$ cat src/rtl/usb_tx_encoder.sv
// Full-speed USB bit-level transmitter: byte stream in, SYNC + bit-stuffed NRZI + EOP out on D+/D-.
// The line idles at J; one byte of buffering decouples the packet layer from the bit clock.
module usb_tx_encoder #(
  parameter int unsigned CLKS_PER_BIT = 8
) (
  input  logic       clk,
  input  logic       rst,
  input  logic [7:0] tx_data,
  input  logic       tx_valid,
  input  logic       tx_last,
  output logic       tx_ready,
  output logic       d_plus,
  output logic       d_minus,
  output logic       tx_busy,
  output logic       tx_underrun
);

  typedef enum logic [2:0] {
    ST_IDLE,
    ST_SYNC,
    ST_DATA,
    ST_EOP_SE0,
    ST_EOP_J
  } state_e;

  localparam logic [7:0] LAST_CNT  = 8'(CLKS_PER_BIT - 1);
  localparam logic [7:0] SYNC_BYTE = 8'h80;
  localparam logic [2:0] MAX_ONES  = 3'd6;

  state_e     state_q, state_d;
  logic [7:0] cnt_q, cnt_d;
  logic [2:0] bit_idx_q, bit_idx_d;
  logic [6:0] shift_q, shift_d;
  logic [7:0] hold_q, hold_d;
  logic       hold_full_q, hold_full_d;
  logic       last_seen_q, last_seen_d;
  logic [2:0] ones_q, ones_d;
  logic       line_j_q, line_j_d;
  logic       se0_q, se0_d;
  logic       underrun_q, underrun_d;

  logic       ready_int;
  logic       xfer;
  logic       wrap;
  logic       send_bit;
  logic       cur_bit;
  logic [7:0] byte_src;

  assign wrap = (cnt_q == LAST_CNT);

  always_comb begin
    unique case (state_q)
      ST_IDLE:          ready_int = 1'b1;
      ST_SYNC, ST_DATA: ready_int = ~hold_full_q & ~last_seen_q;
      default:          ready_int = 1'b0;
    endcase
  end

  // Gated by rst so the handshake stays closed for the whole reset window.
  assign tx_ready = ~rst & ready_int;
  assign xfer     = tx_valid & tx_ready;

  // NOTE: every variable gets its default first so no path leaves one unassigned,
  // which would otherwise infer a latch.
  always_comb begin
    state_d     = state_q;
    cnt_d       = wrap ? 8'd0 : cnt_q + 8'd1;
    bit_idx_d   = bit_idx_q;
    shift_d     = shift_q;
    hold_d      = hold_q;
    hold_full_d = hold_full_q;
    last_seen_d = last_seen_q;
    ones_d      = ones_q;
    line_j_d    = line_j_q;
    se0_d       = se0_q;
    underrun_d  = 1'b0;
    send_bit    = 1'b0;
    cur_bit     = 1'b0;
    byte_src    = hold_full_q ? hold_q : tx_data;

    unique case (state_q)
      ST_IDLE: begin
        cnt_d    = 8'd0;
        line_j_d = 1'b1;
        se0_d    = 1'b0;
        if (xfer) begin
          hold_d      = tx_data;
          hold_full_d = 1'b1;
          last_seen_d = tx_last;
          shift_d     = SYNC_BYTE[7:1];
          bit_idx_d   = 3'd0;
          ones_d      = 3'd0;
          line_j_d    = 1'b0;
          state_d     = ST_SYNC;
        end
      end

      ST_SYNC, ST_DATA: begin
        if (xfer) begin
          hold_d      = tx_data;
          hold_full_d = 1'b1;
          last_seen_d = tx_last;
        end
        if (wrap) begin
          if (ones_q == MAX_ONES) begin
            // Stuffed zero: the shift register and bit index hold still.
            line_j_d = ~line_j_q;
            ones_d   = 3'd0;
          end else if (bit_idx_q != 3'd7) begin
            send_bit  = 1'b1;
            cur_bit   = shift_q[0];
            shift_d   = {1'b0, shift_q[6:1]};
            bit_idx_d = bit_idx_q + 3'd1;
          end else if (hold_full_q || xfer) begin
            // A byte arriving on the boundary cycle is taken straight into the shifter.
            send_bit    = 1'b1;
            cur_bit     = byte_src[0];
            shift_d     = byte_src[7:1];
            bit_idx_d   = 3'd0;
            hold_full_d = 1'b0;
            state_d     = ST_DATA;
          end else begin
            underrun_d = ~last_seen_q;
            se0_d      = 1'b1;
            bit_idx_d  = 3'd0;
            state_d    = ST_EOP_SE0;
          end
        end
      end

      ST_EOP_SE0: begin
        if (wrap) begin
          if (bit_idx_q == 3'd0) begin
            bit_idx_d = 3'd1;
          end else begin
            se0_d    = 1'b0;
            line_j_d = 1'b1;
            state_d  = ST_EOP_J;
          end
        end
      end

      ST_EOP_J: begin
        if (wrap) begin
          state_d     = ST_IDLE;
          last_seen_d = 1'b0;
          hold_full_d = 1'b0;
          ones_d      = 3'd0;
          bit_idx_d   = 3'd0;
        end
      end

      default: state_d = ST_IDLE;
    endcase

    // NRZI: a 0 toggles the line, a 1 holds it; ones run resets on any 0.
    if (send_bit) begin
      line_j_d = cur_bit ? line_j_q : ~line_j_q;
      ones_d   = cur_bit ? ones_q + 3'd1 : 3'd0;
    end
  end

  // NOTE: sequential state uses non-blocking assignments so every register samples
  // the pre-edge values regardless of statement order.
  always_ff @(posedge clk) begin
    if (rst) begin
      state_q     <= ST_IDLE;
      cnt_q       <= 8'd0;
      bit_idx_q   <= 3'd0;
      shift_q     <= 7'd0;
      hold_q      <= 8'd0;
      hold_full_q <= 1'b0;
      last_seen_q <= 1'b0;
      ones_q      <= 3'd0;
      line_j_q    <= 1'b1;
      se0_q       <= 1'b0;
      underrun_q  <= 1'b0;
    end else begin
      state_q     <= state_d;
      cnt_q       <= cnt_d;
      bit_idx_q   <= bit_idx_d;
      shift_q     <= shift_d;
      hold_q      <= hold_d;
      hold_full_q <= hold_full_d;
      last_seen_q <= last_seen_d;
      ones_q      <= ones_d;
      line_j_q    <= line_j_d;
      se0_q       <= se0_d;
      underrun_q  <= underrun_d;
    end
  end

  assign d_plus      = ~se0_q & line_j_q;
  assign d_minus     = ~se0_q & ~line_j_q;
  assign tx_busy     = (state_q != ST_IDLE);
  assign tx_underrun = underrun_q;

endmodule

$ cat config.mk
export PLATFORM = sky130hd
export DESIGN_NAME = usb_tx_encoder
export DESIGN_NICKNAME = d
export VERILOG_FILES = /design/src/rtl/usb_tx_encoder.sv
export SDC_FILE = /design/constraint.sdc
export NUM_CORES = 1
export LEC_CHECK = 0
export BUFFER_PORTS_ARGS = -buffer_cell sky130_fd_sc_hd__buf_2
export CORE_MARGIN = 4
export CORE_UTILIZATION = 30
export CTS_BUF_LIST = sky130_fd_sc_hd__clkbuf_8
export DETAILED_ROUTE_END_ITERATION = 16
export PLACE_DENSITY = 0.43
export SETUP_SLACK_MARGIN = 0.5
export SLEW_MARGIN = 30
export SYNTH_ARGS = -nofsm -noshare
export SYNTH_HDL_FRONTEND = slang
export SYNTH_SLANG_ARGS = --single-unit
$ cat constraint.sdc
create_clock -name clk -period 2.8 [get_ports clk]
set_clock_uncertainty 0.1 [all_clocks]
set_input_delay 0.84 -clock clk [delete_from_list [all_inputs] [get_ports clk]]
set_output_delay 0.84 -clock clk [all_outputs]
set_load 0.01 [all_outputs]
**Word level (Yosys, flattened, before mapping)**

Index checks and enable logic that the tools add are counted.
W data, S select, Z words.

- Bits in registers: 37
- Input port bits: 12
- Output and inout bits: 5

- Add/subtract/negate cells: 3
- Equal/unequal tests: 25
- Muxes and demuxes: 63
- Bitwise operators: 12
- Reduce and logical (&&, ||, !) cells: 24

Operators with widths:

| cell | count |
|---|---|
| $mux W3 | 17 |
| $mux W7 | 5 |
| $mux W1 | 31 |
| $ne A3 B3 Y1 const B | 8 |
| $pmux W3 S4 | 2 |
| $reduce_and A7 Y1 | 3 |
| $ne A2 B2 Y1 const B | 10 |
| $pmux W7 S2 | 1 |
| $reduce_bool A4 Y1 | 3 |
| $reduce_and A5 Y1 | 2 |
| $pmux W1 S3 | 3 |
| $pmux W3 S3 | 1 |
| $reduce_bool A3 Y1 | 3 |
| $add A8 B1 Y8 const B | 1 |
| $eq A8 B3 Y1 const B | 1 |
| $mux W8 | 1 |
| $not A1 Y1 | 7 |
| $add A3 B1 Y3 const B | 2 |
| $eq A3 B2 Y1 const B | 2 |
| $eq A3 B3 Y1 const B | 2 |
| $logic_not A3 Y1 | 2 |
| $reduce_and A6 Y1 | 1 |
| $reduce_or A3 Y1 | 2 |
| $reduce_or A6 Y1 | 1 |
| other kinds (9) | 16 |

**Depth between registers and ports, before layout**

Gate-level depths: netlist of run 1.

- Word-level depth: 13
- Mapped depth: 7
- Mapped depth without buffers: 7

**Least setup slack after synthesis of run 1**

Ideal clock, no wire load.

- Path type: input -> output
- Start point: input port rst
- End point: output port tx_ready
- Arrival time: 1,535 ps
- Slack: 325 ps
- Cell stages on the path: 3
- Buffers on the path: 2
- Path through: clkbuf_1 > buf_1 > nor3_1

- Word-level cells in the longest chain between the ends: 2

Ends and longest elaborated chain:

| what | line | RTL |
|---|---|---|
| start: declaration | 7 | `input logic rst,` |
| $not A1 Y1 | 60 | `assign tx_ready = ~rst & ready_int;` |
| $and A1 B1 Y1 | 60 |  |
| end: declaration | 11 | `output logic tx_ready,` |

Every way passes these cells.

**Worst setup path after layout of run 1**

- Start point: register state_q[0]
- End point: output port tx_ready

- Word-level cells in the longest chain between the ends: 4
- Elaborated cells between the ends (all ways): 6
- Classes of those cells: eq/ne: 2; mux: 1; bitwise: 1; reduce/logical: 2

Ends and longest elaborated chain:

| what | line | RTL |
|---|---|---|
| start: declaration | 30 | `state_e state_q, state_d;` |
| start signal: assignment | 179 | `state_q <= state_d;` |
| $eq A3 B1 Y1 or $eq A3 B2 Y1 (tied branches) | 52 | `unique case (state_q)` |
| $reduce_or A2 Y1 | 52 |  |
| $pmux W1 S2 * | 52 |  |
| $and A1 B1 Y1 * | 60 |  |

Every way passes the cells marked *; elsewhere a longest branch is shown, timed or not.

==> impl_metrics.ini, run 1 <==
[status]
outcome = finished clean

[floorplanning]
fp.dieW_microns = 90.7
start_util = 0.316
die_area_sq_um = 8230
num_rows = 29
core_sq_um = 6490
num_io_pins = 17
die_y_microns = 90.7

[global_routing]
grt_pass1_wl_mm = 8.28
track_usage = 0.125
grt_start_max_net_pins = 17
antenna_found_initial = 0
grt_overflow = 0
first_global_vias = 1610

[layout]
multi_input_area_sq_um = 1240
postLayoutCellArea_sq_um = 2440
nFillCells = 662
postLayoutCoreUtil = 0.375
diodes = 0
area_growth_pct = 18.7
layout.area.seq_sq_um = 747
drive_gt1_frac = 0.223
nets = 282

[synth]
yosysTopAreaCell = dfxtp_1
synthCells = 246
yosys_register_bits = 37
netlist.area_leader.share = 0.361
syn_area_sq_um = 2050
synth_common_cells = dfxtp_1 (37), o21ai_0 (20), nor2_1 (19), nand2_1 (16), inv_1 (13)
avgSynthCellArea_sq_um = 8.35
synth-async-reset-ratio = 0
synth_cell_type_count = 50
yosysWarnings = 0
synth_edf_count = 0
synth_ff_type = dfxtp_1
syn-num-nets = 264
synth_most_common_cell = dfxtp_1
yosys-top-cells-area = dfxtp_1 (36%), o21ai_0 (4.9%), ha_1 (3.7%)
ys_seq_area_frac = 0.361

[drt]
first_pass_iters = 4
drt_iter0_drc = 133
ant_nets = 0
wl_mm = 4.91
avgRoutedWirePerCell_microns = 14.4
vias = 1774
vias_per_cell = 5.19
drc = 0

[cts]
root_buffer = clkbuf_8
cts_buffers = 5
cts_tree = yes
cts.sinks = 37
clockBufferDepth = 2
postCtsHoldBufs = 0
path_clk_slew_ns = 0.08
htreeDepth = 2
clock_latency_ns = 0.29

[setup_path]
cp_cell_sequence = o31ai_4, nand2_2, nor3_4, buf_2
timing.rr.end = shift_q[4]
cp-startpoint = state_q[0]
crit_path_end = tx_ready
worstPathRequired_ns = 1.86
cp.arrival_ns = 1.31
endpoint_kind = output pin
reg2reg_slack_ns = 0.78
cp_max_fo = 6
worstSetupPathType = reg -> out
timing.rr.start = state_q[1]
critical_path.max_stage_delay_ns = 0.38
worst-r2r-cell-count = 6
slowest_stage = dfxtp_4
start_kind = register

[power_and_ir_drop]
p_total_mw = 1.55
p_clk_frac = 0.308
pwr_density_cell_nw_per_um2 = 636
switching_share = 0.339
netSwitchingPower_mw = 0.525
ir_worst_vdd_v = 0.000244
p_seq_frac = 0.392
combPwrFrac = 0.300
leakage_nw = 0.940
internal_power_mw = 1.03

[timing]
hold_viol = 0
finalWorstSetupSlack_ns = 0.545
fin_crit_sh = 0.805
rsz0062_at_grt = no
report.final.slew_viol_count = 0
tightest_slew_ns = 0.544
fmax_ghz = 0.443
setup_viol = 0
fin_crit_ns = 2.25
fin_setup_tns_ns = 0
slew_headroom = 0.635

[placement]
placed_cell_area_sq_um = 2230
dp_hpwl_mm = 3.55
dpl_worst_slack_ns = 0.244
place.gp.congestion = 0.809
port_buffers = 16

[min_path]
hold_path_class = reg -> reg

[job]
drv_cap = 0
## worst max-delay path: cells and delay by family (launching register included)
kind,cells,cell delay (ns)
flip-flops,1,0.38
AO/OA/AOI/OAI,1,0.26
AND/OR/NAND/NOR,2,0.24
buffers and inverters,1,0.14
## power by group through the flow
stage	clock network (mW)	logic [mW]	registers [mW]
global placement	0	0.443	0.616
finish	0.477	0.465	0.608
detailed placement	0	0.431	0.616
floorplan	0	0.338	0.598
CTS	0.495	0.450	0.608
global route	0.516	0.519	0.616
## metrics by stage
stage	hold WS, ns	std cells
2_1_floorplan	0.326	246
3_3_place_gp	0.343	330
3_5_place_dp	0.346	330
4_1_cts	0.370	339
5_1_grt	0.389	342
6_report	0.366	342
## cells by family (layout without fill, tap and decap cells)
kind of cell,after synthesis,count (layout),share of synthesized area
DFF,37,37,0.361
and+or+nand+nor,85,85,0.232
adders and majority gates,7,7,0.0420
AOI/OAI and AO/OA,72,72,0.238
muxes,8,8,0.0396
xor gates and xnor gates,7,7,0.0299
buffers and inverters,30,49,0.0579
## registers in the layout, indices dropped and copies added (netlist names)
signal	count
last_seen_q	1
state_q	3
hold_q	8
se0_q	1
bit_idx_q	3
ones_q	3
line_j_q	1
cnt_q	8
hold_full_q	1
tx_underrun	1
shift_q	7
## area by class of cell
cell class | count | area share
clock inverter | 3 | 0.0190
sequential | 37 | 0.306
inverter | 13 | 0.0200
multi-input combinational | 179 | 0.508
timing repair buffer | 28 | 0.0791
clock buffer | 5 | 0.0282
tap | 77 | 0.0395
## worst min-delay path by stage
stage	from	endpoint	slack [ns]	depth (start not counted)
floorplan	cnt_q[0]	cnt_q[0]	0.33	1
global placement	shift_q[5]	shift_q[5]	0.34	1
detailed placement	shift_q[1]	shift_q[1]	0.35	1
CTS	shift_q[4]	shift_q[4]	0.37	1
global route	cnt_q[0]	cnt_q[0]	0.39	1
finish	cnt_q[0]	cnt_q[0]	0.37	1
## layout by cell type, fill, tap and decap left out, types with 2 or more instances in the layout
cell	synthesis	layout
o21ai_0	20	19
xor2_1	3	3
clkbuf_8	0	5
nand4_1	5	5
o22ai_1	2	2
nor2_1	19	18
o2111ai_1	2	2
nor3b_1	3	3
a21o_1	3	3
nor2b_1	3	3
xnor2_1	4	4
nand3_1	8	8
a211oi_1	4	4
inv_1	13	13
o211ai_1	3	3
dfxtp_2	0	2
buf_2	5	15
a31oi_1	5	5
o21ai_1	3	3
dfxtp_1	37	34
nand3b_1	8	8
a21oi_1	11	11
nor3_2	3	3
mux2i_1	7	7
buf_4	0	11
nor3_1	5	4
nand2b_1	6	6
ha_1	6	6
o2bb2ai_1	7	7
nand2_1	16	15
## metal layers
metal	global-route usage	vias to the layer above	share of wire
li1	-	924	-
met2	0.173	33	0.44
met4	0.0370	0	0.0059
met3	0.0333	2	0.038
met5	0	-	0
met1	0.186	815	0.52
## timing repair
| item | 4_1_cts | 5_1_grt |
|---|---|---|
| gates cloned | 0 | 0 |
| setup buffers | 1 | 3 |
| resized for setup | 12 | 7 |
| setup endpoints to repair | 2 | 11 |
| pin swaps | 0 | 2 |
No activity file was read; power rests on OpenSTA's default activity.
==> inputs of run 2 (changes only) <==
--- a/config.mk
+++ b/config.mk
@@ -5,12 +5,13 @@
 export SDC_FILE = /design/constraint.sdc
 export NUM_CORES = 1
 export LEC_CHECK = 0
+export ABC_AREA = 1
 export BUFFER_PORTS_ARGS = -buffer_cell sky130_fd_sc_hd__buf_2
 export CORE_MARGIN = 4
 export CORE_UTILIZATION = 30
 export CTS_BUF_LIST = sky130_fd_sc_hd__clkbuf_8
 export DETAILED_ROUTE_END_ITERATION = 16
-export PLACE_DENSITY = 0.43
+export PLACE_DENSITY = 0.44
 export SETUP_SLACK_MARGIN = 0.5
 export SLEW_MARGIN = 30
 export SYNTH_ARGS = -nofsm -noshare
==> constraint.sdc (replaced) <==
create_clock -name clk -period 1.95 [get_ports clk]
set_clock_uncertainty 0.1 [all_clocks]
set_input_delay 0.585 -clock clk [delete_from_list [all_inputs] [get_ports clk]]
set_output_delay 0.585 -clock clk [all_outputs]
set_load 0.01 [all_outputs]
==> run 2 against run 1 <==
Clock power increased by 7.5%. Non-clock buffer count increased by 28. Area after synthesis decreased by 1.6%. Critical path type unchanged.
==> impl_metrics.ini, run 2 <==
[status]
outcome = finished clean

[setup_path]
endpoint_kind = output pin
start_kind = register
cp.arrival_ns = 1.17
timing.rr.start = cnt_q[1]
reg2reg_slack_ns = 0.16
worst-r2r-cell-count = 12
timing.rr.end = state_q[1]
worstSetupPathType = reg -> out
cp_max_fo = 5
worstPathRequired_ns = 1.26

[min_path]
hold_path_class = reg -> reg
hp-start = last_seen_q
hold_path_depth = 2
hold_end = last_seen_q

[synth]
syn-num-nets = 317
synth-async-reset-ratio = 0
netlist.area_leader.share = 0.367
synth_common_cells = nand2_1 (56), inv_1 (45), dfxtp_1 (37), nor2_1 (33), a21oi_1 (26)
yosys_register_bits = 37
avgSynthCellArea_sq_um = 6.76
synth_cell_type_count = 32
yosys-top-cells-area = dfxtp_1 (37%), nand2_1 (10%), inv_1 (8.4%)
synth_edf_count = 0
syn_area_sq_um = 2020
synthCells = 299
synth_most_common_cell = nand2_1
yosysWarnings = 0
synth_ff_type = dfxtp_1
yosysTopAreaCell = dfxtp_1
ys_seq_area_frac = 0.367

[timing]
setup_viol = 0
whs_ns = 0.358
report.final.slew_viol_count = 0
fin_crit_sh = 0.952
hold_viol = 0
slew_headroom = 0.721
fmax_ghz = 0.539
rsz0062_at_grt = yes
fin_crit_ns = 1.86
tightest_slew_ns = 0.416
finalWorstSetupSlack_ns = 0.0934
fin_setup_tns_ns = 0

[cts]
htreeDepth = 2
postCtsHoldBufs = 0
cts_buffers = 5
root_buffer = clkbuf_8
cts.sinks = 37
path_clk_slew_ns = 0.07
clock_latency_ns = 0.29
cts_tree = yes
clockBufferDepth = 2

[drt]
wl_mm = 5.60
vias_per_cell = 4.65
ant_nets = 0
vias = 2006
drc = 0
avgRoutedWirePerCell_microns = 13.0
drt_iter0_drc = 75
first_pass_iters = 4

[power_and_ir_drop]
p_total_mw = 3.15
p_clk_frac = 0.163
leakage_nw = 1.31
pwr_density_cell_nw_per_um2 = 1050
switching_share = 0.409
internal_power_mw = 1.86
p_seq_frac = 0.321
ir_worst_vdd_v = 0.000481
netSwitchingPower_mw = 1.29
combPwrFrac = 0.516

[layout]
postLayoutCoreUtil = 0.463
final_cells = 431
top_regs = cnt_q (8), hold_q (8), shift_q (7)
area_growth_pct = 48.0
nFillCells = 659
multi_input_area_sq_um = 1370
diodes = 0
nets = 371
drive_gt1_frac = 0.446
mostFrequentLayoutCell = nand2_1
layout_common_cells = nand2_1 (43), inv_1 (39), dfxtp_1 (30)
layout.area.seq_sq_um = 757
postLayoutCellArea_sq_um = 2990

[placement]
port_buffers = 16
dpl_worst_slack_ns = 0.0753
place.gp.congestion = 0.802
dp_hpwl_mm = 3.78
placed_cell_area_sq_um = 2320
dpl.cell_count = 397

[floorplanning]
die_y_microns = 90.1
start_util = 0.313
num_io_pins = 17
core_sq_um = 6460
fp.dieW_microns = 90.1
die_area_sq_um = 8110
num_rows = 29

[global_routing]
grt_pass1_wl_mm = 9.13
grt_overflow = 0
track_usage = 0.136
antenna_found_initial = 0
first_global_vias = 1965
grt_start_max_net_pins = 15

[job]
drv_cap = 0
==> run 2: what timing repair did <==
action                     CTS  global route
buffers inserted            19             6
cloned                       0             1
pin swaps                   24            24
setup endpoints to repair   40            39
gates resized for setup     43            62
==> run 2: cell families after synthesis <==
group           count (synthesis)  synth area share
fa+ha+maj                       6            0.0372
buf+inv                        61             0.118
simple gates                  137             0.321
compound gates                 58             0.157
flops                          37             0.367
==> run 2: area by class of cell <==
| type | instances | area share |
|---|---|---|
| clock buffer | 5 | 0.0230 |
| multi-input combinational | 201 | 0.457 |
| sequential | 37 | 0.253 |
| tap | 77 | 0.0322 |
| timing repair buffer | 56 | 0.160 |
| inverter | 52 | 0.0711 |
| clock inverter | 3 | 0.00376 |
==> run 2: how the worst max path moves through the flow <==
stage	from	endpoint	slack [ns]	depth (start not counted)
floorplan	cnt_q[1]	ones_q[1]	0.32	12
global placement	rst	ones_q[0]	0.11	10
detailed placement	rst	ones_q[1]	0.08	10
CTS	state_q[0]	tx_ready	0.12	6
global route	cnt_q[1]	state_q[0]	0.04	12
finish	state_q[1]	tx_ready	0.09	6
==> run 2: power groups by stage <==
stage	Sequential (mW)	Combinational [mW]	Clock [mW]
2_1_floorplan	0.990	0.871	0
3_3_place_gp	1.00	1.17	0
3_5_place_dp	1.00	1.16	0
4_1_cts	0.994	1.43	0.529
5_1_grt	1.03	1.80	0.560
6_report	1.01	1.63	0.513
==> run 2: per-layer routing <==
metal  GRT usage  routed length, microns
met2       0.218                    2600
met5           0                       0
met4      0.0510                     161
met1       0.178                    2700
met3      0.0317                     140
==> run 2: critical path, cell delays in order (launching register included) <==
cell	delay, ns
dfxtp_4	0.38
nor2_4	0.15
inv_2	0.05
nand2_2	0.06
nand3_2	0.09
inv_2	0.07
buf_6	0.09
==> inputs of run 3 (changes only) <==
--- a/config.mk
+++ b/config.mk
@@ -6,12 +6,12 @@
 export NUM_CORES = 1
 export LEC_CHECK = 0
 export ABC_AREA = 1
-export BUFFER_PORTS_ARGS = -buffer_cell sky130_fd_sc_hd__buf_2
 export CORE_MARGIN = 4
 export CORE_UTILIZATION = 30
 export CTS_BUF_LIST = sky130_fd_sc_hd__clkbuf_8
 export DETAILED_ROUTE_END_ITERATION = 16
-export PLACE_DENSITY = 0.44
+export DONT_BUFFER_PORTS = 1
+export PLACE_DENSITY = 0.42
 export SETUP_SLACK_MARGIN = 0.5
 export SLEW_MARGIN = 30
 export SYNTH_ARGS = -nofsm -noshare
==> run 3 against run 2 <==
Critical path type is now reg -> reg. Sequential cell count did not move. Wire length down 6.2%. Clock-buffer cell count increased by 1. Critical endpoint is now shift_q[0]. Worst hold slack lost 0.11 ns.
==> impl_metrics.ini, run 3 (synthesis results as in run 2) <==
[status]
outcome = finished clean

[floorplanning]
fp.dieW_microns = 90.1
start_util = 0.313
num_io_pins = 17
core_sq_um = 6460
die_y_microns = 90.1
num_rows = 29
die_area_sq_um = 8110

[drt]
first_pass_iters = 4
avgRoutedWirePerCell_microns = 13.0
ant_nets = 0
wl_mm = 5.25
vias = 1891
drt_iter0_drc = 48
vias_per_cell = 4.67
drc = 0

[setup_path]
start_kind = register
critical_path.max_stage_delay_ns = 0.36
path_common_cell = nand2_4
reg2reg_slack_ns = 0.14
worstPathRequired_ns = 2.08
cp_cell_sequence = ha_4, nand2_4, inv_2, nand3_2, nor2_4, nand2_2, nand2_4, buf_4, nand3_4, nand3b_1, a21oi_2
cp_max_fo = 5
timing.rr.start = cnt_q[0]
worstSetupPathType = reg -> reg
slowest_stage = dfxtp_2
cp.arrival_ns = 1.94
worst-r2r-cell-count = 11
timing.rr.end = shift_q[0]
endpoint_kind = register

[layout]
diodes = 0
layout.area.seq_sq_um = 763
nFillCells = 695
multi_input_area_sq_um = 1230
nets = 345
postLayoutCoreUtil = 0.411
top_regs = cnt_q (8), hold_q (8), shift_q (7)
layout_common_cells = nand2_1 (48), inv_1 (35), dfxtp_1 (29)
area_growth_pct = 31.5
mostFrequentLayoutCell = nand2_1
drive_gt1_frac = 0.351

[min_path]
hold_end = state_q[2]
hold_path_depth = 1
hp-start = rst
hold_path_class = in -> reg

[global_routing]
top_usage_layer = met2
grt_pass1_wl_mm = 8.83
antenna_found_initial = 0
grt_start_max_net_pins = 21
first_global_vias = 1876
track_usage = 0.131
use_met1 = 0.163
grt_overflow = 0
grt.met3_usage = 0.0292
grt.met2_usage = 0.221

[cts]
cts_tree = yes
postCtsHoldBufs = 0
htreeDepth = 2
clockBufferDepth = 2
root_buffer = clkbuf_8
cts.sinks = 37
cts_buffers = 5
clock_latency_ns = 0.29
path_clk_slew_ns = 0.08

[timing]
rsz0062_at_grt = yes
fin_crit_sh = 0.928
fin_crit_ns = 1.81
report.final.slew_viol_count = 0
tightest_slew_ns = 0.436
slew_headroom = 0.708
whs_ns = 0.250
setup_viol = 0
finalWorstSetupSlack_ns = 0.140
fmax_ghz = 0.552
hold_viol = 0

[placement]
dp_hpwl_mm = 3.76
port_buffers = 0
dpl_worst_slack_ns = 0.141
place.gp.congestion = 0.805

[power_and_ir_drop]
leakage_nw = 1.16
ir_worst_vdd_v = 0.000372
pwr_density_cell_nw_per_um2 = 1200

[job]
drv_cap = 0
==> run 3: what timing repair did <==
item | in CTS | in global routing
setup endpoints to repair | 30 | 32
resized for setup | 33 | 23
pin swaps | 14 | 12
buffers inserted | 10 | 5
==> run 3: cell type report <==
| type | count | area share |
|---|---|---|
| tap | 77 | 0.0363 |
| inverter | 52 | 0.0753 |
| clock inverter | 2 | 0.0141 |
| sequential | 37 | 0.287 |
| multi-input combinational | 201 | 0.464 |
| clock buffer | 6 | 0.0311 |
| timing repair buffer | 30 | 0.0918 |
==> run 3: layer usage <==
| metal | part of all wire | up-vias |
|---|---|---|
| met5 | 0 | - |
| li1 | - | 1011 |
| met3 | 0.028 | 8 |
| met4 | 0.017 | 0 |
| met2 | 0.46 | 22 |
| met1 | 0.49 | 850 |
==> run 3: worst max-delay path by stage <==
stage | startpoint | slack (ns) | end | depth (start not counted)
after global routing | cnt_q[0] | -0.007 | state_q[2] | 11
final | cnt_q[0] | 0.14 | shift_q[0] | 11
after global placement | rst | 0.16 | state_q[0] | 8
after CTS | state_q[1] | 0.17 | tx_ready | 4
after detailed placement | cnt_q[0] | 0.14 | state_q[0] | 11
after floorplan | cnt_q[1] | 0.32 | ones_q[1] | 12
==> run 3: where the power goes <==
part,total [mW],leakage (nW),internal (mW),switching [mW]
Sequential,1.00,0.307,0.917,0.0878
Clock,0.720,0.0574,0.416,0.303
Combinational,1.47,0.795,0.617,0.851
==> run 3: per-stage QoR <==
step,TNS [ns],std cells,power [mW],cell area (sq um)
6_report,0,405,3.19,2660
5_1_grt,-0.0182,405,3.43,2660
4_1_cts,0,400,3.11,2540
3_5_place_dp,0,382,2.14,2250
3_3_place_gp,0,382,2.14,2250
2_1_floorplan,0,299,1.86,2110
==> run 3: critical path: cells and delay by family (launching register included) <==
kind	cells	cell delay [ns]
DFF	1	0.36
adders and majority gates	1	0.15
AOI/OAI and AO/OA	1	0.15
and+or+nand+nor	7	0.80
buffers and inverters	2	0.18
